===== src/rtl/fetch_pkg.sv =====
// Types and constants shared by the instruction fetch queue and its storage.
package fetch_pkg;

    // Entry fields are sized for the widest supported ADDR_W/DATA_W; narrower
    // instances use the low bits and leave the upper bits zero.
    localparam int unsigned MAX_ADDR_W = 64;
    localparam int unsigned MAX_DATA_W = 64;

    localparam logic [MAX_DATA_W-1:0] ZERO_WORD = '0;
    localparam int unsigned           PC_STEP   = 4;

    typedef struct packed {
        logic [MAX_ADDR_W-1:0] pc;
        logic [MAX_DATA_W-1:0] instr;
        logic                  fault;
    } fetch_entry_t;

    function automatic logic is_misaligned(input logic [1:0] pc_lo);
        return pc_lo != 2'b00;
    endfunction

endpackage


===== src/rtl/fetch_fifo.sv =====
// Circular-buffer FIFO for fetched entries; flush empties it in a single cycle.
module fetch_fifo #(
    parameter  int unsigned DEPTH = 4,
    parameter  int unsigned WIDTH = 8,
    localparam int unsigned CNT_W = $clog2(DEPTH + 1)
) (
    input  logic             clock,
    input  logic             reset,
    input  logic             flush_i,
    input  logic             push_i,
    input  logic [WIDTH-1:0] push_data_i,
    input  logic             pop_i,
    output logic [WIDTH-1:0] head_o,
    output logic [CNT_W-1:0] count_o,
    output logic             empty_o,
    output logic             full_o
);

    localparam int unsigned PTR_W = $clog2(DEPTH);

    logic [WIDTH-1:0] mem_q [DEPTH];
    logic [PTR_W-1:0] wr_ptr_q, wr_ptr_d;
    logic [PTR_W-1:0] rd_ptr_q, rd_ptr_d;
    logic [CNT_W-1:0] count_q, count_d;
    logic             do_push;
    logic             do_pop;

    // Pointers wrap modulo DEPTH, which need not be a power of two.
    function automatic logic [PTR_W-1:0] ptr_inc(input logic [PTR_W-1:0] ptr);
        return (ptr == PTR_W'(DEPTH - 1)) ? '0 : ptr + PTR_W'(1);
    endfunction

    assign empty_o = (count_q == '0);
    assign full_o  = (count_q == CNT_W'(DEPTH));
    assign do_push = push_i && !full_o;
    assign do_pop  = pop_i && !empty_o;
    assign count_o = count_q;
    assign head_o  = mem_q[rd_ptr_q];

    always_comb begin
        wr_ptr_d = wr_ptr_q;
        rd_ptr_d = rd_ptr_q;
        count_d  = count_q;
        if (flush_i) begin
            wr_ptr_d = '0;
            rd_ptr_d = '0;
            count_d  = '0;
        end else begin
            if (do_push) begin
                wr_ptr_d = ptr_inc(wr_ptr_q);
            end
            if (do_pop) begin
                rd_ptr_d = ptr_inc(rd_ptr_q);
            end
            count_d = count_q + CNT_W'(do_push) - CNT_W'(do_pop);
        end
    end

    always_ff @(posedge clock) begin
        if (reset) begin
            wr_ptr_q <= '0;
            rd_ptr_q <= '0;
            count_q  <= '0;
        end else begin
            wr_ptr_q <= wr_ptr_d;
            rd_ptr_q <= rd_ptr_d;
            count_q  <= count_d;
        end
    end

    always_ff @(posedge clock) begin
        if (do_push && !flush_i) begin
            mem_q[wr_ptr_q] <= push_data_i;
        end
    end

endmodule


===== src/rtl/instr_fetch_queue.sv =====
// Sequential instruction prefetcher feeding a DEPTH-entry queue, with redirect flush.
// Optional FETCH_MISALIGN_CHECK_EN turns a misaligned redirect into a fault entry.
module instr_fetch_queue
    import fetch_pkg::*;
#(
    parameter int unsigned        ADDR_W   = 32,
    parameter int unsigned        DATA_W   = 32,
    parameter int unsigned        DEPTH    = 4,
    parameter logic [ADDR_W-1:0]  RESET_PC = '0
) (
    input  logic              clock,
    input  logic              reset,
    output logic              mem_req,
    output logic [ADDR_W-1:0] mem_addr,
    input  logic [DATA_W-1:0] mem_rdata,
    input  logic              redirect_valid,
    input  logic [ADDR_W-1:0] redirect_pc,
    output logic              out_valid,
    input  logic              out_ready,
    output logic [DATA_W-1:0] out_instr,
    output logic [ADDR_W-1:0] out_pc,
    output logic              out_fault
);

    localparam int unsigned CNT_W = $clog2(DEPTH + 1);
    localparam int unsigned OCC_W = CNT_W + 1;

    if (DEPTH < 2 || DEPTH > 16) begin : g_bad_depth
        $error("instr_fetch_queue: DEPTH must be in 2..16");
    end
    if (ADDR_W < 3 || ADDR_W > MAX_ADDR_W || DATA_W < 1 || DATA_W > MAX_DATA_W) begin : g_bad_w
        $error("instr_fetch_queue: ADDR_W/DATA_W out of supported range");
    end

    logic [ADDR_W-1:0] fetch_pc_q, fetch_pc_d;
    logic [ADDR_W-1:0] inflight_pc_q, inflight_pc_d;
    logic              inflight_q, inflight_d;
    logic              halt_q;
    logic              fault_pend_q;
    logic [ADDR_W-1:0] target_pc;

    logic [CNT_W-1:0]  fifo_count;
    logic              fifo_empty;
    logic              fifo_full;
    logic              head_valid;
    logic              pop;
    logic              push;
    logic              issue;
    logic [OCC_W-1:0]  occupancy;
    fetch_entry_t      push_entry;
    fetch_entry_t      head_entry;

    assign head_valid = !fifo_empty && !reset;
    // Redirect wins over a same-cycle pop, push or issue.
    assign pop        = head_valid && out_ready && !redirect_valid;
    assign occupancy  = OCC_W'(fifo_count) + OCC_W'(inflight_q) - OCC_W'(pop);
    assign issue      = !reset && !redirect_valid && !halt_q && (occupancy < OCC_W'(DEPTH));
    assign push       = !reset && !redirect_valid && (inflight_q || fault_pend_q);

    assign mem_req  = issue;
    assign mem_addr = {fetch_pc_q[ADDR_W-1:2], 2'b00};

`ifdef FETCH_MISALIGN_CHECK_EN
    logic halt_d;
    logic fault_pend_d;
    logic target_misaligned;

    assign target_pc         = redirect_pc;
    assign target_misaligned = is_misaligned(redirect_pc[1:0]);

    // A misaligned target yields one fault entry, then fetch stalls until the next redirect.
    always_comb begin
        halt_d       = halt_q;
        fault_pend_d = 1'b0;
        if (redirect_valid) begin
            halt_d       = target_misaligned;
            fault_pend_d = target_misaligned;
        end
    end

    always_ff @(posedge clock) begin
        if (reset) begin
            halt_q       <= 1'b0;
            fault_pend_q <= 1'b0;
        end else begin
            halt_q       <= halt_d;
            fault_pend_q <= fault_pend_d;
        end
    end

    assign out_fault = head_valid && head_entry.fault;
`else
    assign target_pc    = {redirect_pc[ADDR_W-1:2], 2'b00};
    assign halt_q       = 1'b0;
    assign fault_pend_q = 1'b0;
    assign out_fault    = 1'b0;
`endif

    always_comb begin
        push_entry = '0;
        if (fault_pend_q) begin
            push_entry.pc[ADDR_W-1:0] = fetch_pc_q;
            push_entry.instr          = ZERO_WORD;
            push_entry.fault          = 1'b1;
        end else begin
            push_entry.pc[ADDR_W-1:0]    = inflight_pc_q;
            push_entry.instr[DATA_W-1:0] = mem_rdata;
        end
    end

    always_comb begin
        fetch_pc_d    = fetch_pc_q;
        inflight_pc_d = inflight_pc_q;
        inflight_d    = issue;
        if (redirect_valid) begin
            fetch_pc_d = target_pc;
            inflight_d = 1'b0;
        end else if (issue) begin
            fetch_pc_d    = fetch_pc_q + ADDR_W'(PC_STEP);
            inflight_pc_d = mem_addr;
        end
    end

    always_ff @(posedge clock) begin
        if (reset) begin
            fetch_pc_q    <= RESET_PC;
            inflight_pc_q <= '0;
            inflight_q    <= 1'b0;
        end else begin
            fetch_pc_q    <= fetch_pc_d;
            inflight_pc_q <= inflight_pc_d;
            inflight_q    <= inflight_d;
        end
    end

    fetch_fifo #(
        .DEPTH (DEPTH),
        .WIDTH ($bits(fetch_entry_t))
    ) u_fifo (
        .clock       (clock),
        .reset       (reset),
        .flush_i     (redirect_valid),
        .push_i      (push),
        .push_data_i (push_entry),
        .pop_i       (pop),
        .head_o      (head_entry),
        .count_o     (fifo_count),
        .empty_o     (fifo_empty),
        .full_o      (fifo_full)
    );

    assign out_valid = head_valid;
    assign out_pc    = head_valid ? head_entry.pc[ADDR_W-1:0] : '0;
    assign out_instr = head_valid ? head_entry.instr[DATA_W-1:0] : ZERO_WORD[DATA_W-1:0];

    logic unused_bits;
    assign unused_bits = ^{head_entry, redirect_pc[1:0], fifo_full};

endmodule

===== config.mk =====
export PLATFORM = sky130hd
export DESIGN_NAME = instr_fetch_queue
export DESIGN_NICKNAME = d
export VERILOG_FILES = /design/src/rtl/fetch_pkg.sv /design/src/rtl/fetch_fifo.sv /design/src/rtl/instr_fetch_queue.sv
export SDC_FILE = /design/constraint.sdc
export NUM_CORES = 1
export LEC_CHECK = 0
export CELL_PAD_IN_SITES_DETAIL_PLACEMENT = 1
export CELL_PAD_IN_SITES_GLOBAL_PLACEMENT = 1
export CORE_MARGIN = 1
export CORE_UTILIZATION = 46
export DETAILED_ROUTE_END_ITERATION = 16
export HOLD_SLACK_MARGIN = 0.06
export PLACE_DENSITY = 0.91
export RECOVER_POWER = 100
export REMOVE_ABC_BUFFERS = 1
export SLEW_MARGIN = 20
export SYNTH_ARGS = -nofsm -noshare
export SYNTH_HDL_FRONTEND = slang
export SYNTH_SLANG_ARGS = --single-unit

===== constraint.sdc =====
create_clock -name clock -period 6.5 [get_ports clock]
set_clock_uncertainty 0.2 [all_clocks]
set_input_delay 1.625 -clock clock [delete_from_list [all_inputs] [get_ports clock]]
set_output_delay 1.625 -clock clock [all_outputs]
set_load 0.01 [all_outputs]

### Word level (Yosys, flattened, before mapping)

Memory sizes are Yosys's and may differ from the RTL's. A register that Yosys moved wholly into a read port is not among the register bits.
Cells that the tools add are included.

| storage, ports and cells | value |
|---|---|
| word-level logic and storage cells | 47 |
| output and inout bits | 99 |
| memories kept | 1 |
| register bits | 70 |
| input bits | 68 |
| RAM bits | 248 |

| cells by class | value |
|---|---|
| equal/unequal tests | 3 |
| $lt $le $gt $ge | 1 |
| $add $sub $neg | 7 |
| reduce and logical (&&, ||, !) cells | 17 |
| multiplexer cells | 10 |
| bitwise operators | 1 |

Memories:

| memory | words | bits a word | read ports | clocked after memory_dff | wr ports | RTL line | source |
|---|---|---|---|---|---|---|---|
| u_fifo.mem_q | 4 | 62 | 1 | 1 | 1 | fetch_fifo.sv:21 | `logic [WIDTH-1:0] mem_q [DEPTH];` |

Operators by type and width:

| kind | count |
|---|---|
| $mux 32 | 4 |
| $add 32x3->32 const B | 1 |
| $logic_and 1x1->1 | 9 |
| $mux 2 | 4 |
| $add 2x1->2 const B | 2 |
| $add 3x1->4 | 1 |
| $eq 2x2->1 const B | 2 |
| $logic_not 1->1 | 4 |
| $lt 4x3->1 const B | 1 |
| $sub 4x1->4 | 1 |
| $add 3x1->3 | 1 |
| $eq 3x3->1 const B | 1 |
| $logic_not 3->1 | 1 |
| $sub 3x1->3 | 1 |
| $mux 1 | 2 |
| $reduce_and 2->1 | 1 |
| $reduce_bool 2->1 | 1 |
| $reduce_or 2->1 | 1 |
| $not 1->1 | 1 |

### Logic depth before layout (Yosys ltp)

| logic depth | value |
|---|---|
| depth after elaboration | 10 |
| gate-level depth with buffers | 14 |
| depth with buffers taken out | 11 |

### Modules after synthesis

Synthesis repeated with hierarchy kept, for this count alone.

| second synthesis, totals | value |
|---|---|
| cells, all modules | 1130 |
| area total of the unflattened synthesis | 22590.4 µm² |

By module, submodules not included:

| module | times used | cells an instance | seq. area each (µm²) | area an instance (µm²) |
|---|---|---|---|---|
| fetch_fifo | 1 | 724 | 15675.0 | 19104.6 |
| instr_fetch_queue | 1 | 406 | 1221.2 | 3485.8 |

### Least setup slack after synthesis

OpenSTA, ideal clock, no wires.

| path | value |
|---|---|
| path type | input to output |
| from | input port reset |
| to | output port mem_req |
| path buffers | 3 |
| stages | 12 |
| path slack | 732 ps |
| arrival time | 3943 ps |
| cell sequence | clkbuf_1 -> or2_2 -> clkbuf_1 -> nor2_1 -> ha_1 -> inv_1 -> ha_1 -> and3b_1 -> nor4_2 -> o21ai_1 -> inv_2 -> buf_2 |

| between the ends | value |
|---|---|
| word-level cells in the longest chain between the ends | 7 |
| elaborated cells between the ends (all ways) | 8 |
| those cells by class | add/sub (1); order compare (1); reduce/logical (6) |

RTL lines:

| element | RTL line | source |
|---|---|---|
| start: declaration | instr_fetch_queue.sv:12 | `input logic reset,` |
| $logic_not 1->1 * | instr_fetch_queue.sv:53, instr_fetch_queue.sv:57 |  |
| $logic_and 1x1->1 | instr_fetch_queue.sv:53 | `assign head_valid = !fifo_empty && !reset;` |
| $logic_and 1x1->1 (2 in series) | instr_fetch_queue.sv:55 | `assign pop = head_valid && out_ready && !redirect_valid;` |
| $sub 4x1->4 | instr_fetch_queue.sv:56 | `assign occupancy = OCC_W'(fifo_count) + OCC_W'(inflight_q) - OCC_W'(pop);` |
| $lt 4x3->1 | instr_fetch_queue.sv:57 | `assign issue = !reset && !redirect_valid && !halt_q && (occupancy < OCC_W'(DEPTH));` |
| $logic_and 1x1->1 * | instr_fetch_queue.sv:57 |  |
| end: declaration | instr_fetch_queue.sv:13 | `output logic mem_req,` |

Every way passes the cells marked *; elsewhere a longest branch is shown, timed or not.

### Worst setup path in the final report

| path | value |
|---|---|
| from | input port redirect_valid |
| to | output port mem_req |

| between the ends | value |
|---|---|
| word-level cells in the longest chain between the ends | 5 |
| elaborated cells between the ends (all ways) | 6 |
| those cells by class | add/sub (1); order compare (1); reduce/logical (4) |

RTL lines:

| element | RTL line | source |
|---|---|---|
| start: declaration | instr_fetch_queue.sv:16 | `input logic redirect_valid,` |
| $logic_not 1->1 * | instr_fetch_queue.sv:55, instr_fetch_queue.sv:57 |  |
| $logic_and 1x1->1 | instr_fetch_queue.sv:55 |  |
| $sub 4x1->4 | instr_fetch_queue.sv:56 |  |
| $lt 4x3->1 | instr_fetch_queue.sv:57 |  |
| $logic_and 1x1->1 * | instr_fetch_queue.sv:57 |  |

Marks and branches as above.

==> impl_results.md <==
* Fillcell total at 2509
* Number of flops mapped to enable cells by yosys at 248
* Antenna cells at 0
* WS Path Type: in2out
* Fin crit period at 6320 ps
* Sequential element share of the synthesized area at 69.8%
* Initial DRC Count at 470
* Combinational Power Share at 3.7%
* Congestion Overflow GR at 0
* Final Hold Violating Endpoints at 0
* Worst reg2reg startpoint: u_fifo.count_o[2]$_SDFF_PP0_
* P_int at 0.00353 W
* RSZ-0062 raised after global routing: no
* Clock power share at 45.4%
* Place WS at 219 ps
* Largest net degree at the start of global routing at 63
* Net Sw Power at 0.000881 W
* Max VDD drop at 0.000153 V
* Count of cell types in the netlist at 45
* Placeable Area at 27000 um^2
* GP Congestion at 0.755
* Vias in the first global route at 8156
* CP arrival at 4500 ps
* H-tree Lvls at 2
* GRT Util Overall at 21.6%
* Die W at 168 um
* Crit-path cells: clkdlybuf4s50_1, or2_2, nor2_1, ha_1, inv_1, ha_1, and3b_1, nor4_2, o21ai_2, clkinv_1, dlygate4sd3_1
* Hold Path Class: reg2reg
* CP required at 4680 ps
* Switching Fraction at 20.0%
* Mean Syn Cell Area at 15.9 um^2
* Synth top cells by count: edfxtp_1 (248), and2_1 (71), dfxtp_1 (70), nand2_1 (67), mux4_2 (62)
* Fmax at 0.158 GHz
* Synthesis-stage register bit count at 318
* Max-cap violation count at 7
* Cell family with most CP delay: buffers and inverters
* Share of layout cells above drive strength 1 at 13.4%
* FP Rows at 60
* Min-delay src: inflight_pc_q[3]$_SDFFE_PP0P_
* CP startpoint kind: input pin
* Fin nets at 1037
* Slowest-stage cell, CP: dlygate4sd3_1
* Via density at 5.59
* PortBufs at 159
* Setup violators final at 0
* Fraction of registers with async set/reset at 0%
* Hpwl dp at 17600 um
* Initial Util at 46.9%
* Reg power frac at 50.9%
* Clock Path Buffers at 3
* Syn-to-layout area delta at 24.0%
* Worst slew margin at -22.4%
* Initial antenna violation count at 0
* Most frequent CP cell: ha_1
* Average wire per standard cell at 22.5 um
* # clock sinks at 318
* Fin Setup TNS at 0 ps
* Ys Warns at 0
* Failing checks: max-capacitance violations, max-slew violations
* Crit-path max cell delay at 610 ps
* Setup ws final at 180 ps
* Critical path peak fanout at 9
* Cell with the most instances after synthesis: edfxtp_1
* Routed Antenna Nets at 0
* Via count at 7386
* Die ar. at 28200 um^2
* Post-CTS Setup Bufs at 0
* Leak at 5.28 nW
* Syn Inst Count at 796
* Worst setup EP type: output port
* Total length of routed wires at 29800 um
* Fin. max-slew vios at 326
* Clock-pin slew on the worst setup and hold paths at 60 ps
* CTS buffer count at 35
* First-pass GRT wire length at 46000 um
* Crit path buf inv count at 4
* Skew-Pair Late Insertion Delay at 500 ps
* Synth area leader: edfxtp_1
* Mapped Area at 12700 um^2
* Post-synth top flop: edfxtp_1
* Final Cycle Share at 97.2%
* Post-CTS resize count at 0
* Number of I/O pins at 167
* Synth area leaders: edfxtp_1 (59%), dfxtp_1 (11%), mux4_2 (11%), and2_1 (3.5%), nand2_1 (2.0%)
* Share of the synthesized area in the top cell type at 58.8%
* Remaining DRCs at 0
* Root Driver: clkbuf_16
* CTS Hold Bufs at 0
* Worst Setup SP: redirect_valid
* CTS tree: yes
* Pre-Repair DR Iteration Count at 4
* Slew at the pin with the worst max-slew slack at 1820 ps
* Outcome: finished with violations
* Die H at 168 um
* Pwr dens at 281 nW/um^2
* Util after Layout at 58.1%
## final timing paths
| path | endpoint | slack [ps] | cells after the start |
|---|---|---|---|
| hold reg to reg | inflight_pc_q[3]$_SDFFE_PP0P_ | 310 | 2 |
| hold / removal | inflight_pc_q[3]$_SDFFE_PP0P_ | 310 | 2 |
| setup reg to reg | fetch_pc_q[27]$_SDFFE_PP0P_ | 1480 | 10 |
| setup / recovery | mem_req | 180 | 11 |
## worst min-delay path: cells and delay by family, from the launching register on
kind / cells / cell delay (ps)
AO/OA/AOI/OAI: 1 / 50
AND/OR/NAND/NOR: 1 / 70
flip-flops: 1 / 340
## power groups by stage
stage          Sequential, W  Combinational [W]  Clock, W
2_1_floorplan        0.00228          0.0000567         0
3_3_place_gp         0.00229           0.000168         0
3_5_place_dp         0.00229           0.000174         0
4_1_cts              0.00225           0.000177   0.00205
5_1_grt              0.00225           0.000178   0.00212
6_report             0.00225           0.000164   0.00200
## area by class of cell
type | instances | area (um^2) | share of cell area [%]
sequential | 318 | 8860 | 56.4
multi-input combinational | 421 | 3570 | 22.7
timing repair buffer | 169 | 1650 | 10.5
clock buffer | 43 | 958 | 6.10
tap | 341 | 427 | 2.71
clock inverter | 17 | 210 | 1.34
inverter | 12 | 45.0 | 0.287
## sequential cells by signal, indices dropped and copies added, names as in the netlist, named ones only
name,count
inflight_pc_q,30
inflight_q,1
u_fifo.wr_ptr_q,2
u_fifo.mem_q,248
u_fifo.count_o,3
fetch_pc_q,30
u_fifo.rd_ptr_q,2
## through the flow
step           hold slack (ps)  cells  power, W  area [um^2]
3_5_place_dp               295   1261   0.00246        14600
3_3_place_gp               272   1261   0.00245        14600
2_1_floorplan              254    751   0.00234        12500
5_1_grt                    317   1321   0.00455        15700
6_report                   305   1321   0.00442        15700
4_1_cts                    306   1321   0.00447        15800
## layout by cell type, fill, tap and decap left out, types with 12 or more instances in the layout
cell type | netlist | final
dlygate4sd3_1 | 0 | 87
mux4_2 | 62 | 62
nand2_1 | 67 | 67
clkdlybuf4s50_1 | 0 | 71
xor2_1 | 22 | 22
o211ai_1 | 11 | 12
clkbuf_16 | 0 | 37
edfxtp_1 | 248 | 248
and2_0 | 0 | 39
a21oi_1 | 33 | 32
dfxtp_1 | 70 | 68
nor2_1 | 42 | 42
and2_1 | 71 | 28
a211oi_1 | 20 | 20
## layer usage
| layer | vias to the layer above | global-route usage, % | part of all wire [%] |
|---|---|---|---|
| met5 | - | 0 | 0 |
| met4 | 0 | 8.14 | 2.9 |
| met3 | 62 | 4.28 | 5.1 |
| met2 | 215 | 37.6 | 51 |
| met1 | 3748 | 26.8 | 41 |
| li1 | 3361 | - | - |
## cell families after synthesis
family | share of synthesized area (%)
AOI/OAI and AO/OA | 5.15
muxes | 11.2
xor gates and xnor gates | 1.73
and+or+nand+nor | 8.81
DFF | 69.8
buffers and inverters | 2.05
other | 0.0296
adders and majority gates | 1.24
Note: power is estimated with default switching activity, not from simulation.
